<file path="src/rtl/switch_op_decoder.sv">
// rtl/switch_op_decoder.sv - debounced one-hot mode switch to operation code decoder
module switch_op_decoder #(
    parameter  int N_SW            = 5,
    parameter  int DEBOUNCE_CYCLES = 16,
    localparam int OP_W            = $clog2(N_SW + 1)
) (
    input  logic            clk,
    input  logic            rst_n,
    input  logic [N_SW-1:0] sw,
    input  logic            lock,
    output logic [OP_W-1:0] op,
    output logic            op_valid,
    output logic            op_change,
    output logic            conflict
);

    localparam int               CNT_W    = $clog2(DEBOUNCE_CYCLES + 1);
    localparam logic [CNT_W-1:0] CNT_LAST = CNT_W'(DEBOUNCE_CYCLES - 1);

    typedef enum logic [1:0] {
        ST_INVALID,
        ST_VALID,
        ST_LOCKED
    } state_t;

    state_t          state;
    state_t          state_next;
    logic [N_SW-1:0] sync1;
    logic [N_SW-1:0] synced;
    logic [N_SW-1:0] deb;
    logic [OP_W-1:0] dec;
    logic [OP_W-1:0] op_next;
    logic            multi;

    // Two-flop synchronizer on every raw switch line
    always_ff @(posedge clk or negedge rst_n) begin
        if (!rst_n) begin
            sync1  <= '0;
            synced <= '0;
        end else begin
            sync1  <= sw;
            synced <= sync1;
        end
    end

    for (genvar k = 0; k < N_SW; k++) begin : g_deb
        logic [CNT_W-1:0] cnt;
        logic             deb_q;

        // Per-switch debounce: level accepted after DEBOUNCE_CYCLES consecutive differing samples
        always_ff @(posedge clk or negedge rst_n) begin
            if (!rst_n) begin
                cnt   <= '0;
                deb_q <= 1'b0;
            end else if (synced[k] == deb_q) begin
                cnt <= '0;
            end else if (cnt == CNT_LAST) begin
                cnt   <= '0;
                deb_q <= ~deb_q;
            end else begin
                cnt <= cnt + 1'b1;
            end
        end

        assign deb[k] = deb_q;
    end

    // Priority-slot decode: a single high switch k maps to code N_SW-k, anything else to 0
    always_comb begin
        dec   = '0;
        multi = (deb & (deb - N_SW'(1))) != '0;
        for (int k = 0; k < N_SW; k++) begin
            if (deb[k]) begin
                dec = OP_W'(N_SW - k);
            end
        end
        if (multi) begin
            dec = '0;
        end
    end

    // Next-state and next-op selection; op only moves outside the LOCKED state
    always_comb begin
        state_next = state;
        op_next    = op;
        unique case (state)
            ST_INVALID: begin
                if (lock) begin
                    state_next = ST_LOCKED;
                end else if (dec != '0) begin
                    state_next = ST_VALID;
                    op_next    = dec;
                end
            end
            ST_VALID: begin
                if (lock) begin
                    state_next = ST_LOCKED;
                end else if (dec == '0) begin
                    state_next = ST_INVALID;
                    op_next    = '0;
                end else begin
                    op_next = dec;
                end
            end
            ST_LOCKED: begin
                if (!lock) begin
                    state_next = (dec != '0) ? ST_VALID : ST_INVALID;
                    op_next    = dec;
                end
            end
            default: begin
                state_next = ST_INVALID;
                op_next    = '0;
            end
        endcase
    end

    // State and registered outputs; op_change marks the cycle op takes a new value
    always_ff @(posedge clk or negedge rst_n) begin
        if (!rst_n) begin
            state     <= ST_INVALID;
            op        <= '0;
            op_valid  <= 1'b0;
            op_change <= 1'b0;
            conflict  <= 1'b0;
        end else begin
            state     <= state_next;
            op        <= op_next;
            op_valid  <= op_next != '0;
            op_change <= op_next != op;
            conflict  <= multi;
        end
    end

endmodule

</file>
<file path="config.mk">
export PLATFORM = sky130hd
export DESIGN_NAME = switch_op_decoder
export DESIGN_NICKNAME = d
export VERILOG_FILES = /design/src/rtl/switch_op_decoder.sv
export SDC_FILE = /design/constraint.sdc
export NUM_CORES = 1
export LEC_CHECK = 0
export CAP_MARGIN = 10
export CORE_MARGIN = 3
export CORE_UTILIZATION = 50
export CTS_BUF_LIST = sky130_fd_sc_hd__clkbuf_8
export CTS_CLUSTER_DIAMETER = 50
export CTS_CLUSTER_SIZE = 40
export DETAILED_ROUTE_END_ITERATION = 8
export HOLD_SLACK_MARGIN = 0.03
export PLACE_DENSITY_LB_ADDON = 0.25
export SKIP_LAST_GASP = 1
export SLEW_MARGIN = 10
export SYNTH_ARGS = -nofsm -noshare
export SYNTH_HDL_FRONTEND = slang
export SYNTH_SLANG_ARGS = --single-unit
</file>
<file path="constraint.sdc">
create_clock -name clk -period 4.5 [get_ports clk]
set_clock_uncertainty 0.2 [all_clocks]
set_input_delay 0.9 -clock clk [delete_from_list [all_inputs] [get_ports clk]]
set_output_delay 0.9 -clock clk [all_outputs]
set_load 0.05 [all_outputs]
</file>
# == Word-level counts from Yosys, hierarchy flattened ==
# Index checks and enable logic that the tools add are counted.
# Widths: inputs -> output; s select.
# op_classes
eq_ne,16
n_bitwise,11
reduce_logical,11
add_sub_neg,6
mux,29
# ops
op,count
$mux 5,10
$mux 3,11
$add 5x1->5 const B,5
$eq 5x4->1 const B,5
$mux 2,5
$not 1->1,10
$reduce_and 2->1,5
$pmux 3 s3,1
$ne 3x3->1 const B,2
$pmux 2 s3,1
$reduce_bool 3->1,2
$and 5x5->5,1
$eq 1x1->1,5
$reduce_bool 5->1,1
$sub 5x1->5 const B,1
$logic_not 3->1,1
$ne 3x3->1,1
$reduce_and 3->1,1
$eq 2x1->1 const B,1
$eq 2x2->1 const B,1
$logic_not 2->1,1
$ne 2x2->1 const B,1
$mux 1,1
# totals
inputBits,8
output_inout_bits,6
register_bits,48

# == Logic depth before layout (Yosys ltp) ==
# Gate-level depths: netlist (run 1).
# depth
word_depth,11
ltp_mapped,6

# == Least setup slack after synthesis (run 1) ==
# OpenSTA, ideal clock, no wires.
# synth_path
kind,input to register
start,in lock
end,reg op_change
t_arrival_ns,1.973
slack_ns,2.181
stages,5
path_cell_list,buf_2 > inv_1 > a311o_1 > a2111oi_0 > o2111ai_1
# synth_between
elab_chain_len,3
# synth_rtl
element,line,source
from (decl),10,"input logic lock,"
"$mux 3, on equally long branches","106, 88, 96",
$pmux 3 s3 (*),86,unique case (state)
$ne 3x3->1 (*),130,op_change <= op_next != op;
to (signal assigned),130,
to (decl),13,"output logic op_change,"
# Every way passes the cells marked *; elsewhere a longest branch is shown, timed or not.
# A chain may end at the register's enable or synchronous reset.

# == Worst setup path after layout (run 1) ==
# Ends and elaborated chain as after synthesis.

==> results of run 1 <==
==> metal layers <==
metal / global-route usage / vias up / wire (um) / part of all wire
li1: - / 688 / - / -
met1: 0.203 / 716 / 1630 / 0.42
met2: 0.283 / 29 / 2020 / 0.53
met3: 0.0421 / 6 / 132 / 0.034
met4: 0.0522 / 0 / 51 / 0.013
met5: 0 / - / 0 / 0
==> cells in the mapped netlist (all sizes together) (4+ instances only) <==
master  number  area [um^2]
ha           5         62.6
o21ai       13         65.1
nor2        24         90.1
buf          6         41.3
nand3       11         55.1
xor2        17          156
dfrtp       48         1200
and2         7         43.8
nand2        4         15.0
inv          9         33.8
and3         7         43.8
mux2         4         45.0
==> state kept, by name, indices dropped and copies added, names as in the netlist <==
name	cells
conflict	1
g_deb.cnt	25
g_deb.deb_q	5
op	3
op_change	1
op_valid	1
state	2
sync1	5
synced	5
==> critical path, stage by stage <==
cell and delay (ps):
sky130_fd_sc_hd__clkdlybuf4s50_1 690, sky130_fd_sc_hd__inv_1 200, sky130_fd_sc_hd__a311o_1 350, sky130_fd_sc_hd__a2111oi_0 430, sky130_fd_sc_hd__o2111ai_1 170
==> logic make-up (layout without fill, tap and decap cells) <==
| logic type | after synthesis | count (layout) | share of synthesized area |
|---|---|---|---|
| muxes | 4 | 4 | 0.0209 |
| buffers and inverters | 16 | 30 | 0.0366 |
| adders and majority gates | 8 | 8 | 0.0430 |
| AOI/OAI and AO/OA | 32 | 32 | 0.110 |
| DFF | 48 | 48 | 0.558 |
| xor gates and xnor gates | 18 | 18 | 0.0767 |
| and+or+nand+nor | 65 | 65 | 0.155 |
==> final cells by class <==
type,instances,area [um^2]
fillers,356,1670
flip-flops and latches,48,1200
multi-input cells,127,872
repair buffers,13,125
clock buffers,6,82.6
well taps,50,62.6
clock inverters,2,38.8
inverters,9,33.8
==> where the power goes <==
group / total [mW] / internal [mW] / switching [mW]
Sequential: 0.462 / 0.448 / 0.0134
Clock: 0.328 / 0.182 / 0.147
Combinational: 0.0552 / 0.0228 / 0.0324
Total: 0.845 / 0.653 / 0.192
==> cells in the final DEF, fill, tap and decap left out, types with 3 or more instances in the layout <==
cell type                         Yosys  routed
sky130_fd_sc_hd__and2_1               7       7
sky130_fd_sc_hd__and3_1               7       7
sky130_fd_sc_hd__clkbuf_8             0       6
sky130_fd_sc_hd__clkdlybuf4s50_1      0      12
sky130_fd_sc_hd__dfrtp_1             48      48
sky130_fd_sc_hd__ha_1                 5       5
sky130_fd_sc_hd__inv_1                9       9
sky130_fd_sc_hd__maj3_1               3       3
sky130_fd_sc_hd__mux2_2               4       4
sky130_fd_sc_hd__nand2_1              4       4
sky130_fd_sc_hd__nand3_1             11      11
sky130_fd_sc_hd__nor2_1              24      24
sky130_fd_sc_hd__nor3_1               3       3
sky130_fd_sc_hd__o21ai_0             13      13
sky130_fd_sc_hd__xor2_1              16      16
==> stage by stage <==
stage               setup slack (ps)   util  area (um^2)  hold slack [ps]  cells
floorplan                       2180      -         2150              131    191
global placement                1510  0.562         2290              133    247
detailed placement              1410  0.562         2290              136    247
CTS                             1720  0.591         2420              157    255
global route                    1590  0.591         2420              161    255
finish                          1730  0.591         2420              154    255
==> worst max-delay path by stage <==
stage	from	endpoint	slack [ps]
after floorplan	lock	op_change$_DFF_PN0_	2180
after global placement	lock	op_change$_DFF_PN0_	1510
after detailed placement	lock	op_change$_DFF_PN0_	1410
after CTS	lock	op_change$_DFF_PN0_	1720
after global routing	lock	op_change$_DFF_PN0_	1590
final	lock	op_change$_DFF_PN0_	1730
==> impl_results.html, run 1 <==
<table>
<tr><th>Metric</th><th>Value</th></tr>
<tr><th colspan="2">Timing</th></tr>
<tr><td>Fin. Hold Viols</td><td>0</td></tr>
<tr><td>Final clock period utilization by the worst path</td><td>0.616</td></tr>
<tr><td>Transition time at the pin with the least slew margin</td><td>1030 ps</td></tr>
<tr><td>Sum of negative setup slack</td><td>0 ps</td></tr>
<tr><td>Minimum clock period after layout</td><td>2770 ps</td></tr>
<tr><td>F_max</td><td>361 MHz</td></tr>
<tr><td>Unrepaired setup endpoints after global routing</td><td>false</td></tr>
<tr><td>Count of final setup violators</td><td>0</td></tr>
<tr><td>Headroom to the max-slew limit</td><td>0.314</td></tr>
<tr><td>Count of final max-slew check failures</td><td>0</td></tr>
<tr><th colspan="2">Finish</th></tr>
<tr><td>Ant diodes</td><td>0</td></tr>
<tr><td>Final Net Count</td><td>217</td></tr>
<tr><td>Fraction of layout cells with a size suffix above 1</td><td>0.0829</td></tr>
<tr><td>Area grow syn2layout</td><td>12.3%</td></tr>
<tr><th colspan="2">Clocking</th></tr>
<tr><td>Longest Clk Path Bufs</td><td>2</td></tr>
<tr><td>Total clock buffers created by CTS</td><td>5</td></tr>
<tr><td>Cell at the root of the clock tree</td><td>sky130_fd_sc_hd__clkbuf_8</td></tr>
<tr><td>Sinks on the clock net</td><td>48</td></tr>
<tr><td>Post-CTS Hold Fix Bufs</td><td>0</td></tr>
<tr><td>Post-CTS setup-driven buffer insertion count</td><td>0</td></tr>
<tr><td>Latest clock arrival within the worst-skew pair</td><td>300 ps</td></tr>
<tr><td>H-Tree Depth</td><td>2</td></tr>
<tr><td>Number of cells upsized or downsized after cts</td><td>0</td></tr>
<tr><td>Clock tree from TritonCTS</td><td>done</td></tr>
<tr><td>Clock edge transition at the registers on the reported setup and hold paths</td><td>around 90 ps</td></tr>
<tr><th colspan="2">Setup path</th></tr>
<tr><td>Worst reg-to-reg setup slack</td><td>2050 ps</td></tr>
<tr><td>Logic depth of the worst register-to-register path</td><td>5</td></tr>
<tr><td>CP Class</td><td>in -&gt; reg</td></tr>
<tr><td>Endpoint class of the critical path</td><td>flip-flop</td></tr>
<tr><td>Highest fanout seen on the critical path</td><td>11</td></tr>
<tr><td>Arrival time worst endpoint</td><td>around 2700 ps</td></tr>
<tr><td>Required time reported for the critical path endpoint</td><td>around 4500 ps</td></tr>
<tr><td>Startpoint of the lowest-slack register-to-register path</td><td>g_deb[2].deb_q$_DFFE_PN0P_</td></tr>
<tr><td>End of the worst register-to-register path</td><td>op_valid$_DFF_PN0_</td></tr>
<tr><td>Critical Path Start Type</td><td>input pin</td></tr>
<tr><th colspan="2">Yosys</th></tr>
<tr><td>Fraction of the yosys area taken by sequential cells</td><td>0.558</td></tr>
<tr><td>Number of enable flip-flop cells after synthesis</td><td>0</td></tr>
<tr><td>Number of synthesized register bits</td><td>48</td></tr>
<tr><td>Post-synthesis cell type count</td><td>42</td></tr>
<tr><td>Synthesized area per cell</td><td>11.3 um^2</td></tr>
<tr><td>Yosys synthesis warning count</td><td>0</td></tr>
<tr><td>Instance count of the mapped netlist</td><td>191</td></tr>
<tr><td>Flip-flop cell with the highest count after synthesis</td><td>sky130_fd_sc_hd__dfrtp_1</td></tr>
<tr><td>Async set-reset flop share out of synthesis</td><td>1.00</td></tr>
<tr><td>Post-Syn Nets</td><td>around 200</td></tr>
<tr><td>Cell Area, Synth</td><td>2150 um^2</td></tr>
<tr><th colspan="2">Hold path</th></tr>
<tr><td>Hold Crit Class</td><td>reg -&gt; reg</td></tr>
<tr><td>Launch point of the worst hold path</td><td>sync1[4]$_DFF_PN0_</td></tr>
<tr><td>End point of the worst hold path</td><td>synced[4]$_DFF_PN0_</td></tr>
<tr><td>Cell depth of the worst min-delay path</td><td>0</td></tr>
<tr><th colspan="2">Die</th></tr>
<tr><td>Standard cell core area</td><td>4090 um^2</td></tr>
<tr><td>Die height</td><td>between 70 and 80 um</td></tr>
<tr><td>Chip width</td><td>71.6 um</td></tr>
<tr><td>Number of cell rows</td><td>23</td></tr>
<tr><td>Initial Utilization</td><td>0.527</td></tr>
<tr><td>Top-level port count</td><td>14</td></tr>
<tr><td>Die area</td><td>5130 um^2</td></tr>
<tr><th colspan="2">Pwr</th></tr>
<tr><td>Power Dens Cells</td><td>350 nW/um^2</td></tr>
<tr><td>Post-layout power</td><td>~850 uW</td></tr>
<tr><td>Leakage power</td><td>1.18 nW</td></tr>
<tr><td>Max rail drop VDD</td><td>0.306 mV</td></tr>
<tr><th colspan="2">Run status</th></tr>
<tr><td>Status</td><td>finished, final reports clean</td></tr>
<tr><th colspan="2">Run</th></tr>
<tr><td>Maximum capacitance violations</td><td>0</td></tr>
<tr><th colspan="2">Placed design</th></tr>
<tr><td>Number of port buffers</td><td>13</td></tr>
<tr><td>Gp weighted congestion</td><td>0.778</td></tr>
<tr><td>DP HPWL</td><td>2730 um</td></tr>
<tr><th colspan="2">Route</th></tr>
<tr><td>Number of nets with antenna violations after routing</td><td>0</td></tr>
<tr><td>Total iterations of the first detailed-routing run</td><td>4</td></tr>
<tr><td>Starting DRT DRC Count</td><td>86</td></tr>
<tr><td>Via count</td><td>1439</td></tr>
<tr><td>Vias/cell</td><td>5.64</td></tr>
<tr><td>Wirelength per Cell</td><td>15.0 um</td></tr>
<tr><td>WL final</td><td>3840 um</td></tr>
<tr><td>Total DRC errors in the routed layout</td><td>0</td></tr>
<tr><th colspan="2">Global route</th></tr>
<tr><td>Number of antenna violations at the first check in global routing</td><td>0</td></tr>
<tr><td>Tot GR Track Use</td><td>0.165</td></tr>
<tr><td>Maximum number of pins on one net before global-route repair</td><td>49</td></tr>
<tr><td>Vias in the first global route</td><td>1441</td></tr>
<tr><td>Wire length of the first global-routing pass</td><td>6640 um</td></tr>
<tr><td>Global route overflow</td><td>0</td></tr>
</table>
No activity file was read; power rests on OpenSTA's default activity.
==> run 2: changes to the inputs <==
Clock period 4.5 ns to 2.9 ns, I/O delays scaled along.
==> run 2 against run 1 <==
Clock power increased by 17%. Largest cell class unchanged. Critical endpoint unchanged. Critical path depth increased by 1. Total power increased by 40%. Critical path type unchanged. Largest power group unchanged.
==> impl_results.html, run 2 (synthesis results as in run 1) <==
<table>
<tr><th>Metric</th><th>Value</th></tr>
<tr><th colspan="2">Finish</th></tr>
<tr><td>Fraction of layout cells with a size suffix above 1</td><td>0.0773</td></tr>
<tr><td>Commonest non-fill, non-tap cells in the layout</td><td>sky130_fd_sc_hd__dfrtp_1 (48), sky130_fd_sc_hd__nor2_1 (24), sky130_fd_sc_hd__xor2_1 (16)</td></tr>
<tr><td>Final standard cell area without fillers</td><td>2400 um^2</td></tr>
<tr><td>Area grow syn2layout</td><td>11.4%</td></tr>
<tr><td>Register containing the most flip-flops in the final layout</td><td>g_deb.cnt</td></tr>
<tr><td>Post-Layout Cell Count</td><td>257</td></tr>
<tr><td>Leading cell type in the layout, fill and taps excluded</td><td>sky130_fd_sc_hd__dfrtp_1</td></tr>
<tr><td>Ant diodes</td><td>0</td></tr>
<tr><td>Number of flip-flops in the largest register</td><td>25</td></tr>
<tr><td>Final Net Count</td><td>219</td></tr>
<tr><th colspan="2">Pwr</th></tr>
<tr><td>Post-layout power</td><td>1.19 mW</td></tr>
<tr><td>Power Dens Cells</td><td>a little under 500 nW/um^2</td></tr>
<tr><td>Leakage power</td><td>1.18 nW</td></tr>
<tr><td>Max rail drop VDD</td><td>0.301 mV</td></tr>
<tr><th colspan="2">Clocking</th></tr>
<tr><td>Number of cells upsized or downsized after cts</td><td>0</td></tr>
<tr><td>H-Tree Depth</td><td>2</td></tr>
<tr><td>Latest clock arrival within the worst-skew pair</td><td>300 ps</td></tr>
<tr><td>Post-CTS setup-driven buffer insertion count</td><td>0</td></tr>
<tr><td>Longest Clk Path Bufs</td><td>2</td></tr>
<tr><td>Total clock buffers created by CTS</td><td>5</td></tr>
<tr><td>Clock edge transition at the registers on the reported setup and hold paths</td><td>roughly 90 ps</td></tr>
<tr><td>Cell at the root of the clock tree</td><td>sky130_fd_sc_hd__clkbuf_8</td></tr>
<tr><td>Sinks on the clock net</td><td>48</td></tr>
<tr><td>Clock tree from TritonCTS</td><td>done</td></tr>
<tr><th colspan="2">Die</th></tr>
<tr><td>Initial Utilization</td><td>0.527</td></tr>
<tr><td>Top-level port count</td><td>14</td></tr>
<tr><td>Die area</td><td>5130 um^2</td></tr>
<tr><td>Standard cell core area</td><td>between 4000 and 5000 um^2</td></tr>
<tr><td>Die height</td><td>71.6 um</td></tr>
<tr><td>Chip width</td><td>71.6 um</td></tr>
<tr><td>Number of cell rows</td><td>23</td></tr>
<tr><th colspan="2">Setup path</th></tr>
<tr><td>Cell with the most instances on the worst path</td><td>sky130_fd_sc_hd__and3_1</td></tr>
<tr><td>Arrival time worst endpoint</td><td>2440 ps</td></tr>
<tr><td>Count of buffer and inverter cells on the critical path</td><td>1</td></tr>
<tr><td>Critical-path cell with the highest stage delay</td><td>sky130_fd_sc_hd__clkdlybuf4s50_1</td></tr>
<tr><td>Largest stage delay on the critical path</td><td>just under 700 ps</td></tr>
<tr><td>Crit path launch</td><td>lock</td></tr>
<tr><td>Highest fanout seen on the critical path</td><td>11</td></tr>
<tr><td>Critical Path Start Type</td><td>input pin</td></tr>
<tr><td>Top Family by Delay on Critical Path</td><td>buffers and inverters</td></tr>
<tr><td>Endpoint class of the critical path</td><td>flip-flop</td></tr>
<tr><td>Startpoint of the lowest-slack register-to-register path</td><td>g_deb[2].deb_q$_DFFE_PN0P_</td></tr>
<tr><td>Critical path, cell by cell</td><td>clkdlybuf4s50_1, nor3_1, and3_1, and3_1, a2111oi_0, o2111ai_1</td></tr>
<tr><td>Required time reported for the critical path endpoint</td><td>approximately 2900 ps</td></tr>
<tr><td>CP Class</td><td>in -&gt; reg</td></tr>
<tr><th colspan="2">Hold path</th></tr>
<tr><td>Hold Crit Class</td><td>reg -&gt; reg</td></tr>
<tr><td>Launch point of the worst hold path</td><td>sync1[0]$_DFF_PN0_</td></tr>
<tr><th colspan="2">Timing</th></tr>
<tr><td>F_max</td><td>404 MHz</td></tr>
<tr><td>Fin. Hold Viols</td><td>0</td></tr>
<tr><td>Headroom to the max-slew limit</td><td>0.523</td></tr>
<tr><td>Worst hold slack across all endpoints</td><td>~150 ps</td></tr>
<tr><td>Transition time at the pin with the least slew margin</td><td>698 ps</td></tr>
<tr><td>Count of final setup violators</td><td>0</td></tr>
<tr><td>Final clock period utilization by the worst path</td><td>0.854</td></tr>
<tr><td>Unrepaired setup endpoints after global routing</td><td>false</td></tr>
<tr><td>Sum of negative setup slack</td><td>0 ps</td></tr>
<tr><td>Count of final max-slew check failures</td><td>0</td></tr>
<tr><td>Minimum clock period after layout</td><td>2480 ps</td></tr>
<tr><th colspan="2">Route</th></tr>
<tr><td>Total iterations of the first detailed-routing run</td><td>4</td></tr>
<tr><td>Vias/cell</td><td>5.51</td></tr>
<tr><td>WL final</td><td>around 3600 um</td></tr>
<tr><td>Number of nets with antenna violations after routing</td><td>0</td></tr>
<tr><td>Starting DRT DRC Count</td><td>106</td></tr>
<tr><td>Wirelength per Cell</td><td>between 10 and 15 um</td></tr>
<tr><td>Via count</td><td>1416</td></tr>
<tr><td>Total DRC errors in the routed layout</td><td>0</td></tr>
<tr><th colspan="2">Global route</th></tr>
<tr><td>Maximum number of pins on one net before global-route repair</td><td>29</td></tr>
<tr><td>Vias in the first global route</td><td>1395</td></tr>
<tr><td>Wire length of the first global-routing pass</td><td>6220 um</td></tr>
<tr><td>Global route overflow</td><td>0</td></tr>
<tr><td>Number of antenna violations at the first check in global routing</td><td>0</td></tr>
<tr><td>Tot GR Track Use</td><td>0.157</td></tr>
<tr><th colspan="2">Placed design</th></tr>
<tr><td>Gp weighted congestion</td><td>~0.79</td></tr>
<tr><td>Placed Area</td><td>approximately 2300 um^2</td></tr>
<tr><td>Number of cells in the design after placement</td><td>248</td></tr>
<tr><td>Number of port buffers</td><td>13</td></tr>
<tr><td>DP HPWL</td><td>2600 um</td></tr>
<tr><th colspan="2">Run</th></tr>
<tr><td>Maximum capacitance violations</td><td>0</td></tr>
<tr><th colspan="2">Run status</th></tr>
<tr><td>Status</td><td>finished, final reports clean</td></tr>
</table>
[run 2: metrics by stage]
step	setup slack, ps	utilization
final	424	0.587
after global routing	305	0.587
after CTS	454	0.587
after detailed placement	132	0.563
after global placement	208	0.563
after floorplan	803	-
[run 2: path summary, 6_finish.rpt]
kind / end / slack [ps] / depth (start not counted)
max: op_change$_DFF_PN0_ / 420 / 6
min in group asynchronous: g_deb[3].cnt[2]$_DFF_PN0_ / 550 / 2
min reg2reg: synced[0]$_DFF_PN0_ / 150 / 0
min: synced[0]$_DFF_PN0_ / 150 / 0
max reg2reg: op_valid$_DFF_PN0_ / 450 / 5
max in group asynchronous: g_deb[0].cnt[3]$_DFF_PN0_ / 1240 / 3
[run 2: where the power goes]
group / switching (mW) / leakage (nW) / total, mW / internal, mW
sequential: 0.0202 / 0.632 / 0.716 / 0.696
combinational: 0.0500 / 0.498 / 0.0871 / 0.0371
clock: 0.218 / 0.0507 / 0.383 / 0.165
total: 0.288 / 1.18 / 1.19 / 0.898
[run 2: final cells by class]
class                           count  area (um^2)
Sequential cell                    48         1200
Fill cell                         342         1690
Multi-Input combinational cell    127          872
Tap cell                           50         62.6
Inverter                            9         33.8
Clock buffer                        5         68.8
Clock inverter                      3         16.3
Timing Repair Buffer               15          143
[run 2: routing by layer]
| metal | up-vias | track usage | share of wire |
|---|---|---|---|
| met3 | 9 | 0.0463 | 0.035 |
| met2 | 24 | 0.258 | 0.50 |
| met4 | 0 | 0.0689 | 0.021 |
| met1 | 691 | 0.191 | 0.44 |
| met5 | - | 0 | 0 |
| li1 | 692 | - | - |
[run 2: what timing repair did]
action                                 4_1_cts  5_1_grt
hold buffers                                 1        0
setup endpoints to repair                    0        0
endpoints found under the hold margin       14        0
